## src/rtl/vm_dispenser_if.sv

```systemverilog
// ---------------------------------------------------------------------------
// vm_dispenser_if
// Purpose : groups the result-burst input, the coin hopper handshake and the
//           dispenser status outputs of vm_dispenser into one bundle.
// Signals : in_valid/in_result/in_num   six-beat result burst (one beat per
//                                       cycle while in_valid is high)
//           coin_valid/coin_type/coin_ready  hopper handshake
//           item_valid/item_id          one-cycle item release pulse
//           total_sold/busy/done/frame_err/overrun  status
//
// Handshake: a coin transfers on every rising clk edge where coin_valid and
// coin_ready are both high. While coin_valid is high and coin_ready is low,
// coin_type is held stable and coin_valid does not drop. coin_ready may be
// high while coin_valid is low; nothing transfers then. in_valid has no
// ready: every beat is consumed or ignored in the cycle it is presented.
// ---------------------------------------------------------------------------
interface vm_dispenser_if;
    logic       in_valid;
    logic [3:0] in_result;
    logic [5:0] in_num;
    logic       coin_ready;
    logic       item_valid;
    logic [2:0] item_id;
    logic       coin_valid;
    logic [2:0] coin_type;
    logic [8:0] total_sold;
    logic       busy;
    logic       done;
    logic       frame_err;
    logic       overrun;

    // master drives the burst and the hopper ready, slave is the dispenser
    modport master (
        output in_valid, in_result, in_num, coin_ready,
        input  item_valid, item_id, coin_valid, coin_type,
        input  total_sold, busy, done, frame_err, overrun
    );

    modport slave (
        input  in_valid, in_result, in_num, coin_ready,
        output item_valid, item_id, coin_valid, coin_type,
        output total_sold, busy, done, frame_err, overrun
    );
endinterface

```

## src/rtl/vm_dispenser.sv

```systemverilog
// ---------------------------------------------------------------------------
// vm_dispenser
// Purpose : captures a six-beat vending-machine result burst (item id plus
//           change counts for 50/20/10/5/1 coins), releases the item, then
//           pays out the change one coin at a time, largest first.
// Ports   : clk        rising-edge clock
//           rst_n      asynchronous active-low reset
//           bus        vm_dispenser_if.slave (burst, hopper, status)
//           dbg_state  current FSM state (S_IDLE=0 .. S_DONE=4)
// ---------------------------------------------------------------------------
module vm_dispenser (
    input  logic                  clk,
    input  logic                  rst_n,
    vm_dispenser_if.slave         bus,
    output logic [2:0]            dbg_state
);

    typedef enum logic [2:0] {
        S_IDLE    = 3'd0,
        S_CAPTURE = 3'd1,
        S_ITEM    = 3'd2,
        S_COIN    = 3'd3,
        S_DONE    = 3'd4
    } state_t;

    state_t          state_q, state_d;
    logic [2:0]      beat_q, beat_d;       // index of the next beat in CAPTURE
    logic [2:0]      item_q, item_d;
    logic [4:0][3:0] cnt_q, cnt_d;         // [0]=50 ... [4]=1
    logic [8:0]      sum_q, sum_d;
    logic [8:0]      total_q, total_d;
    logic            frame_err_q, frame_err_d;
    logic            overrun_q, overrun_d;
    logic            ign_q, ign_d;         // previous cycle was an ignored beat

    logic            any_coin;
    logic [2:0]      sel_idx;
    logic [4:0][3:0] cnt_rem;              // counts after paying the selected coin
    logic            dispensing;

    // Highest denomination with a nonzero count; descending loop so the
    // lowest index (largest coin) is the final assignment.
    always_comb begin
        sel_idx = 3'd0;
        for (int i = 4; i >= 0; i--) begin
            if (cnt_q[i] != 4'd0) sel_idx = 3'(i);
        end
        any_coin          = (cnt_q != '0);
        cnt_rem           = cnt_q;
        cnt_rem[sel_idx]  = cnt_q[sel_idx] - 4'd1;
    end

    always_comb begin
        state_d     = state_q;
        beat_d      = beat_q;
        item_d      = item_q;
        cnt_d       = cnt_q;
        sum_d       = sum_q;
        total_d     = total_q;
        frame_err_d = 1'b0;

        // Only the first beat of a run of ignored beats flags an overrun.
        dispensing  = (state_q == S_ITEM) || (state_q == S_COIN) || (state_q == S_DONE);
        ign_d       = dispensing && bus.in_valid;
        overrun_d   = dispensing && bus.in_valid && !ign_q;

        case (state_q)
            S_IDLE: begin
                if (bus.in_valid) begin
                    item_d  = bus.in_result[2:0];
                    sum_d   = {3'b000, bus.in_num};
                    cnt_d   = '0;
                    beat_d  = 3'd1;
                    state_d = S_CAPTURE;
                end
            end
            S_CAPTURE: begin
                if (bus.in_valid) begin
                    cnt_d[beat_q - 3'd1] = bus.in_result;
                    sum_d  = sum_q + {3'b000, bus.in_num};
                    beat_d = beat_q + 3'd1;
                    if (beat_q == 3'd5) begin
                        total_d = sum_q + {3'b000, bus.in_num};
                        state_d = S_ITEM;
                    end
                end else begin
                    // truncated frame: drop everything captured so far
                    frame_err_d = 1'b1;
                    cnt_d       = '0;
                    sum_d       = '0;
                    beat_d      = '0;
                    item_d      = '0;
                    state_d     = S_IDLE;
                end
            end
            S_ITEM: begin
                state_d = S_COIN;
            end
            S_COIN: begin
                if (!any_coin) begin
                    state_d = S_DONE;
                end else if (bus.coin_ready) begin
                    cnt_d = cnt_rem;
                    // leave straight after the last coin so done follows it
                    if (cnt_rem == '0) state_d = S_DONE;
                end
            end
            S_DONE: begin
                beat_d  = '0;
                sum_d   = '0;
                item_d  = '0;
                state_d = S_IDLE;
            end
            default: state_d = S_IDLE;
        endcase
    end

    always_ff @(posedge clk or negedge rst_n) begin
        if (!rst_n) begin
            state_q     <= S_IDLE;
            beat_q      <= '0;
            item_q      <= '0;
            cnt_q       <= '0;
            sum_q       <= '0;
            total_q     <= '0;
            frame_err_q <= 1'b0;
            overrun_q   <= 1'b0;
            ign_q       <= 1'b0;
        end else begin
            state_q     <= state_d;
            beat_q      <= beat_d;
            item_q      <= item_d;
            cnt_q       <= cnt_d;
            sum_q       <= sum_d;
            total_q     <= total_d;
            frame_err_q <= frame_err_d;
            overrun_q   <= overrun_d;
            ign_q       <= ign_d;
        end
    end

    assign bus.item_valid = (state_q == S_ITEM) && (item_q != 3'd0);
    assign bus.item_id    = bus.item_valid ? item_q : 3'd0;
    assign bus.coin_valid = (state_q == S_COIN) && any_coin;
    assign bus.coin_type  = bus.coin_valid ? (sel_idx + 3'd1) : 3'd0;
    assign bus.total_sold = total_q;
    assign bus.busy       = (state_q != S_IDLE);
    assign bus.done       = (state_q == S_DONE);
    assign bus.frame_err  = frame_err_q;
    assign bus.overrun    = overrun_q;
    assign dbg_state      = state_q;

endmodule
```

## src/flat_wrapper.sv

```systemverilog
// flat-port wrapper written by rule: the top's interface ports become plain ports
module vm_dispenser_flat 
  (clk, rst_n, dbg_state, bus_in_valid, bus_in_result, bus_in_num, bus_coin_ready, bus_item_valid, bus_item_id, bus_coin_valid, bus_coin_type, bus_total_sold, bus_busy, bus_done, bus_frame_err, bus_overrun);
  vm_dispenser_if bus_i ();
  input  logic clk;
  input  logic rst_n;
  output logic [2:0] dbg_state;
  input wire logic [$bits(bus_i.in_valid)-1:0] bus_in_valid;
  input wire logic [$bits(bus_i.in_result)-1:0] bus_in_result;
  input wire logic [$bits(bus_i.in_num)-1:0] bus_in_num;
  input wire logic [$bits(bus_i.coin_ready)-1:0] bus_coin_ready;
  output wire logic [$bits(bus_i.item_valid)-1:0] bus_item_valid;
  output wire logic [$bits(bus_i.item_id)-1:0] bus_item_id;
  output wire logic [$bits(bus_i.coin_valid)-1:0] bus_coin_valid;
  output wire logic [$bits(bus_i.coin_type)-1:0] bus_coin_type;
  output wire logic [$bits(bus_i.total_sold)-1:0] bus_total_sold;
  output wire logic [$bits(bus_i.busy)-1:0] bus_busy;
  output wire logic [$bits(bus_i.done)-1:0] bus_done;
  output wire logic [$bits(bus_i.frame_err)-1:0] bus_frame_err;
  output wire logic [$bits(bus_i.overrun)-1:0] bus_overrun;
  assign bus_i.in_valid = bus_in_valid;
  assign bus_i.in_result = bus_in_result;
  assign bus_i.in_num = bus_in_num;
  assign bus_i.coin_ready = bus_coin_ready;
  assign bus_item_valid = bus_i.item_valid;
  assign bus_item_id = bus_i.item_id;
  assign bus_coin_valid = bus_i.coin_valid;
  assign bus_coin_type = bus_i.coin_type;
  assign bus_total_sold = bus_i.total_sold;
  assign bus_busy = bus_i.busy;
  assign bus_done = bus_i.done;
  assign bus_frame_err = bus_i.frame_err;
  assign bus_overrun = bus_i.overrun;
  vm_dispenser u_core (.clk(clk), .rst_n(rst_n), .bus(bus_i), .dbg_state(dbg_state));
endmodule
```

## config.mk

```make
export PLATFORM = sky130hd
export DESIGN_NAME = vm_dispenser_flat
export DESIGN_NICKNAME = d
export VERILOG_FILES = /design/src/rtl/vm_dispenser_if.sv /design/src/rtl/vm_dispenser.sv /design/src/flat_wrapper.sv
export SDC_FILE = /design/constraint.sdc
export NUM_CORES = 1
export LEC_CHECK = 0
export CORE_MARGIN = 2
export CORE_UTILIZATION = 50
export CTS_CLUSTER_DIAMETER = 50
export DETAILED_ROUTE_END_ITERATION = 10
export GPL_TIMING_DRIVEN = 0
export PLACE_DENSITY = 0.72
export SYNTH_ARGS = -nofsm -noshare
export SYNTH_HDL_FRONTEND = slang
export SYNTH_SLANG_ARGS = --single-unit
```

## constraint.sdc

```tcl
create_clock -name clk -period 7.8 [get_ports clk]
set_input_delay 1.56 -clock clk [delete_from_list [all_inputs] [get_ports clk]]
set_output_delay 1.56 -clock clk [all_outputs]
set_load 0.02 [all_outputs]
```

### Word-level counts from Yosys, hierarchy flattened

Cells that the tools add are included.

* $add $sub $neg: 5
* magnitude comparators: 4
* equal/unequal tests: 12
* muxes and demuxes: 37
* reductions and logical operators: 26

Operator list (count)
* 20-bit 2-to-1 mux: 4
* 20-bit one-hot mux with 3 select lines: 1
* 3-bit 2-to-1 mux: 16
* 20-bit bitwise mux: 2
* 9-bit one-hot mux with 3 select lines: 1
* 4-bit demux with 3-bit select: 2
* 20-bit zero test: 1
* 20-bit nonzero test: 1
* 4-bit nonzero test: 5
* 9-bit 2-to-1 mux: 2
* 3-bit one-hot mux with 3 select lines: 2
* 4-bit binary-select mux with 3-bit select: 1
* 4-bit 2-to-1 mux: 3
* 3-bit one-hot mux with 4 select lines: 1
* 3-bit nonzero test: 4
* 9-bit by 6-bit adder with 9-bit output: 1
* 3-bit by 4-bit less-than comparator with 1-bit output, second input constant: 2
* 4-bit AND reduction: 2
* 3-bit by 1-bit adder with 3-bit output, second input constant: 2
* 3-bit by 2-bit equality test with 1-bit output, second input constant: 2
* 3-bit equality test, second input constant: 2
* 3-bit by 1-bit >= comparator with 1-bit output, second input constant: 2
* 1-bit logical AND: 6
* 2-bit != test, second input constant: 3
* other kinds (12): 16

* register bits: 50
* bits of input ports: 14
* output and inout bits: 24
* word-level logic and storage cells: 97

### Depth between registers and ports, before layout

* word-level depth: 16
* mapped depth: 12
* gate-level depth less buffers: 11

### Worst setup path before layout

No wires, ideal clock.

* kind: register to output
* start: register u_core.cnt_q[1] in the netlist's numbering
* end: output port bus_coin_type[1]
* arrival time: 2177 ps
* data required time: 6240 ps
* setup slack: 4063 ps
* stages on the path, launching flop included: 7
* path buffers: 1
* path through: dfrtp_1 or4_1 buf_4 nor4_4 a21o_1 inv_1 and2_1

* elaborated cells on any way between the ends: 6
* classes of those cells: add/sub: 1; mux: 2; reduce/logical: 3

RTL lines
* start: declaration: RTL line vm_dispenser.sv:29 `logic [4:0][3:0] cnt_q, cnt_d;`
* start signal: assignment: RTL line vm_dispenser.sv:133 `cnt_q <= cnt_d;`
* 20-bit nonzero test: RTL line vm_dispenser.sv:48 `any_coin = (cnt_q != '0);`
* 1-bit logical AND: RTL line vm_dispenser.sv:144 `assign bus.coin_valid = (state_q == S_COIN) && any_coin;`
* net bus_coin_valid: RTL line flat_wrapper.sv:14 `output wire logic [$bits(bus_i.coin_valid)-1:0] bus_coin_valid;`
* 3-bit 2-to-1 mux: RTL line vm_dispenser.sv:145 `assign bus.coin_type = bus.coin_valid ? (sel_idx + 3'd1) : 3'd0;`
* end: declaration: RTL line flat_wrapper.sv:15 `output wire logic [$bits(bus_i.coin_type)-1:0] bus_coin_type;`

The timed path passes the listed nets, and every way through them passes these cells.

### Worst setup path in the final report

* start: register u_core.cnt_q[0] in the netlist's numbering
* end: output port bus_coin_type[1]

* cells in the longest elaborated chain, start to end: 4
* elaborated cells on any way between the ends: 6
* classes of those cells: add/sub: 1; mux: 2; reduce/logical: 3

Ends and longest elaborated chain
* 4-bit nonzero test: RTL line vm_dispenser.sv:46 `if (cnt_q[i] != 4'd0) sel_idx = 3'(i);`
* 3-bit 2-to-1 mux: RTL line vm_dispenser.sv:46
* 3-bit by 1-bit adder with 3-bit output: RTL line vm_dispenser.sv:145
* 3-bit 2-to-1 mux *: RTL line vm_dispenser.sv:145

Mark *: on every way between the ends. The rest lies on a longest branch, timed or not.

==> flow_summary.yaml <==
yosys:
  synth_largest_area_cell: "dfrtp_1"
  yosys_warnings: 0
  synthDominantCellAreaShare: 0.369
  synth-edff-count: 0
  synthTopCellsByArea: "dfrtp_1 (37%), o21ai_0 (4.6%), nand2_1 (4.3%)"
  synthArstFlopShare: 1.00
  ys_seq_area_frac: 0.369
  synthCells: 380
  ys_seq_elements: 50
  synthFlopType: "dfrtp_1"
  syn_area_per_cell_um2: 8.92
  synth_nets: 406
  synth.distinct_cells: 65
  synth_area_um2: 3390
finish:
  drive_gt1_frac: 0.0704
  diodes: 0
  layout.cells.non_filler: 506
  nNetsFinal: 451
  layout_common_cells: "dfrtp_1 (50), nand2_1 (39), clkdlybuf4s50_1 (36), nor2_1 (31), o21ai_0 (31)"
  areaGrowthSynthToFinish_pct: 17.0
  fin_util: 0.594
  fillers: 609
  final_common_cell: "dfrtp_1"
die:
  dieArea_um2: 7460
  die_y_um: 86.4
  io_pins: 38
  row_count: 30
  core_area_um2: 6680
  start_util: 0.507
  fp.dieW_um: 86.4
critical_path:
  slowest_delay_ns: 0.62
  r2r-start: "u_core.cnt_q[4]$_DFFE_PN0P_"
  timing_worst_setup_path_type: "reg2out"
  crit_family: "simple AND/OR/NAND/NOR gates"
  cpMaxStageDelayCell: "nor4_4"
  arrival_ns: 3.25
  r2r_slack_ns: 4.02
  end_kind: "primary output"
  r2r-end: "u_core.dbg_state[0]$_DFFE_PN0P_"
  rr_worst_depth: 11
  cp_cell_sequence: "or4_1 > buf_4 > nor4_4 > a21o_1 > inv_1 > and2_1 > clkdlybuf4s50_1"
  path_buf_inv: 3
  cp.required_ns: 6.24
  cp-start-kind: "register"
  cp_max_fo: 10
clock_network:
  cts.repair.resized: 0
  cts_buffers: 5
  insertion_delay_ns: 0.31
  cts_sinks: 50
  cts_root_buf: "clkbuf_8"
  cts_tree: "done"
  cts_buffer_depth: 2
  htreeDepth: 2
  clk_pin_slew_ns: 0.09
  hold_buffers: 0
  post_cts_buffers: 0
timing:
  worst_pin_slew_ns: 1.04
  finalCritPeriodShare: 0.617
  clock.fmax_ghz: 0.208
  finalClockSkew_ns: 0.00874
  hold_viol_final: 0
  finalCriticalPeriod_ns: 4.81
  timing.final.ws_setup_ns: 2.99
  slew_headroom: 0.302
  tns_ns: 0
  grt_setup_unrepaired: "false"
  setup_viol: 0
  finalMaxSlewViolations: 0
routing:
  wl_um: 9250
  via_per_inst: 6.36
  drtAntennaViolNets: 0
  num_vias: 3219
  wl_per_cell_um: 18.3
  first_pass_iters: 5
  drcViolationCount: 0
  drt-initial-drc-count: 255
grt:
  first_global_vias: 3095
  grt_pass1_wl_um: 15400
  grt_use_total: 0.260
  grt_overflow_total: 0
  antenna_found_initial: 0
  grt_start_max_net_pins: 32
place:
  dp.cells: 498
  gp_congestion: 0.969
  place_ws_ns: 3.38
  dpl.hpwl_um: 6830
  portBuffers: 37
min_path:
  hold_path.class: "reg2reg"
  holdPathEnd: "u_core.bus.overrun$_DFF_PN0_"
  min_from: "u_core.ign_q$_DFF_PN0_"
  hold_depth: 1
flow_run:
  cap_violations: 0
power_and_ir_drop:
  p_leak_nw: 1.73
  peakVddDrop_v: 0.000188
  power_w: 0.00119
  p_per_area_nw_per_um2: 301
status:
  outcome: "finished, final reports clean"
## stage by stage
stage	area, um2	hold WS (ns)
finish	3970	0.398
detailed placement	3880	0.389
global placement	3860	0.383
floorplan	3390	0.378
global route	3970	0.412
CTS	3970	0.403
## synthesized netlist by cell type, types with 9 or more instances
master	count
a21oi_1	22
a22o_1	14
clkbuf_1	14
dfrtp_1	50
ha_1	11
inv_1	12
mux2i_1	14
nand2_1	39
nor2_1	31
nor3_1	9
o21ai_0	31
o22ai_1	10
## area by class of cell
class / count / area, um2 / share of cell area
timing repair buffer: 38 / 385 / 0.0972
clock buffer: 5 / 68.8 / 0.0174
sequential: 50 / 1250 / 0.315
multi-input combinational: 295 / 1970 / 0.498
inverter: 12 / 45.0 / 0.0114
tap: 80 / 100 / 0.0252
clock inverter: 3 / 21.3 / 0.00536
buffer: 23 / 120 / 0.0303
## worst max path at each step
stage                                 from                to  slack, ns  cells past startpoint
2_1_floorplan  u_core.cnt_q[1]$_DFFE_PN0P_  bus_coin_type[1]       4.06                      6
6_report       u_core.cnt_q[0]$_DFFE_PN0P_  bus_coin_type[1]       2.99                      7
5_1_grt        u_core.cnt_q[0]$_DFFE_PN0P_  bus_coin_type[1]       2.82                      7
4_1_cts        u_core.cnt_q[0]$_DFFE_PN0P_  bus_coin_type[1]       3.05                      7
3_3_place_gp   u_core.cnt_q[0]$_DFFE_PN0P_  bus_coin_type[1]       3.38                      7
3_5_place_dp   u_core.cnt_q[0]$_DFFE_PN0P_  bus_coin_type[1]       3.38                      7
## sequential cells by signal, indices dropped and copies added, names as in the netlist
register,count
u_core.beat_q,3
u_core.bus.frame_err,1
u_core.bus.overrun,1
u_core.bus.total_sold,9
u_core.cnt_q,20
u_core.dbg_state,3
u_core.ign_q,1
u_core.item_q,3
u_core.sum_q,9
## power by group
group,switching (W),internal [W],leakage (nW)
registers,0.0000443,0.000311,0.677
clock network,0.0000924,0.0000633,0.0441
logic,0.000401,0.000279,1.01
## kinds of logic (layout without fill, tap and decap cells)
kind of cell | count (synthesis) | in the layout | synth area share
xor+xnor | 9 | 9 | 0.0232
flops | 50 | 50 | 0.369
buf+inv | 35 | 81 | 0.0487
simple gates | 125 | 125 | 0.192
fa+ha+maj | 12 | 12 | 0.0465
mux | 14 | 14 | 0.0413
compound gates | 135 | 135 | 0.279
## per-layer routing
metal  wire length [um]  share of wire  GRT usage
met5                  0              0          0
met4                209          0.023     0.0838
met3                502          0.054     0.0314
met2               4320           0.47      0.421
met1               4210           0.46      0.363
Note: power is estimated with default switching activity, not from simulation.
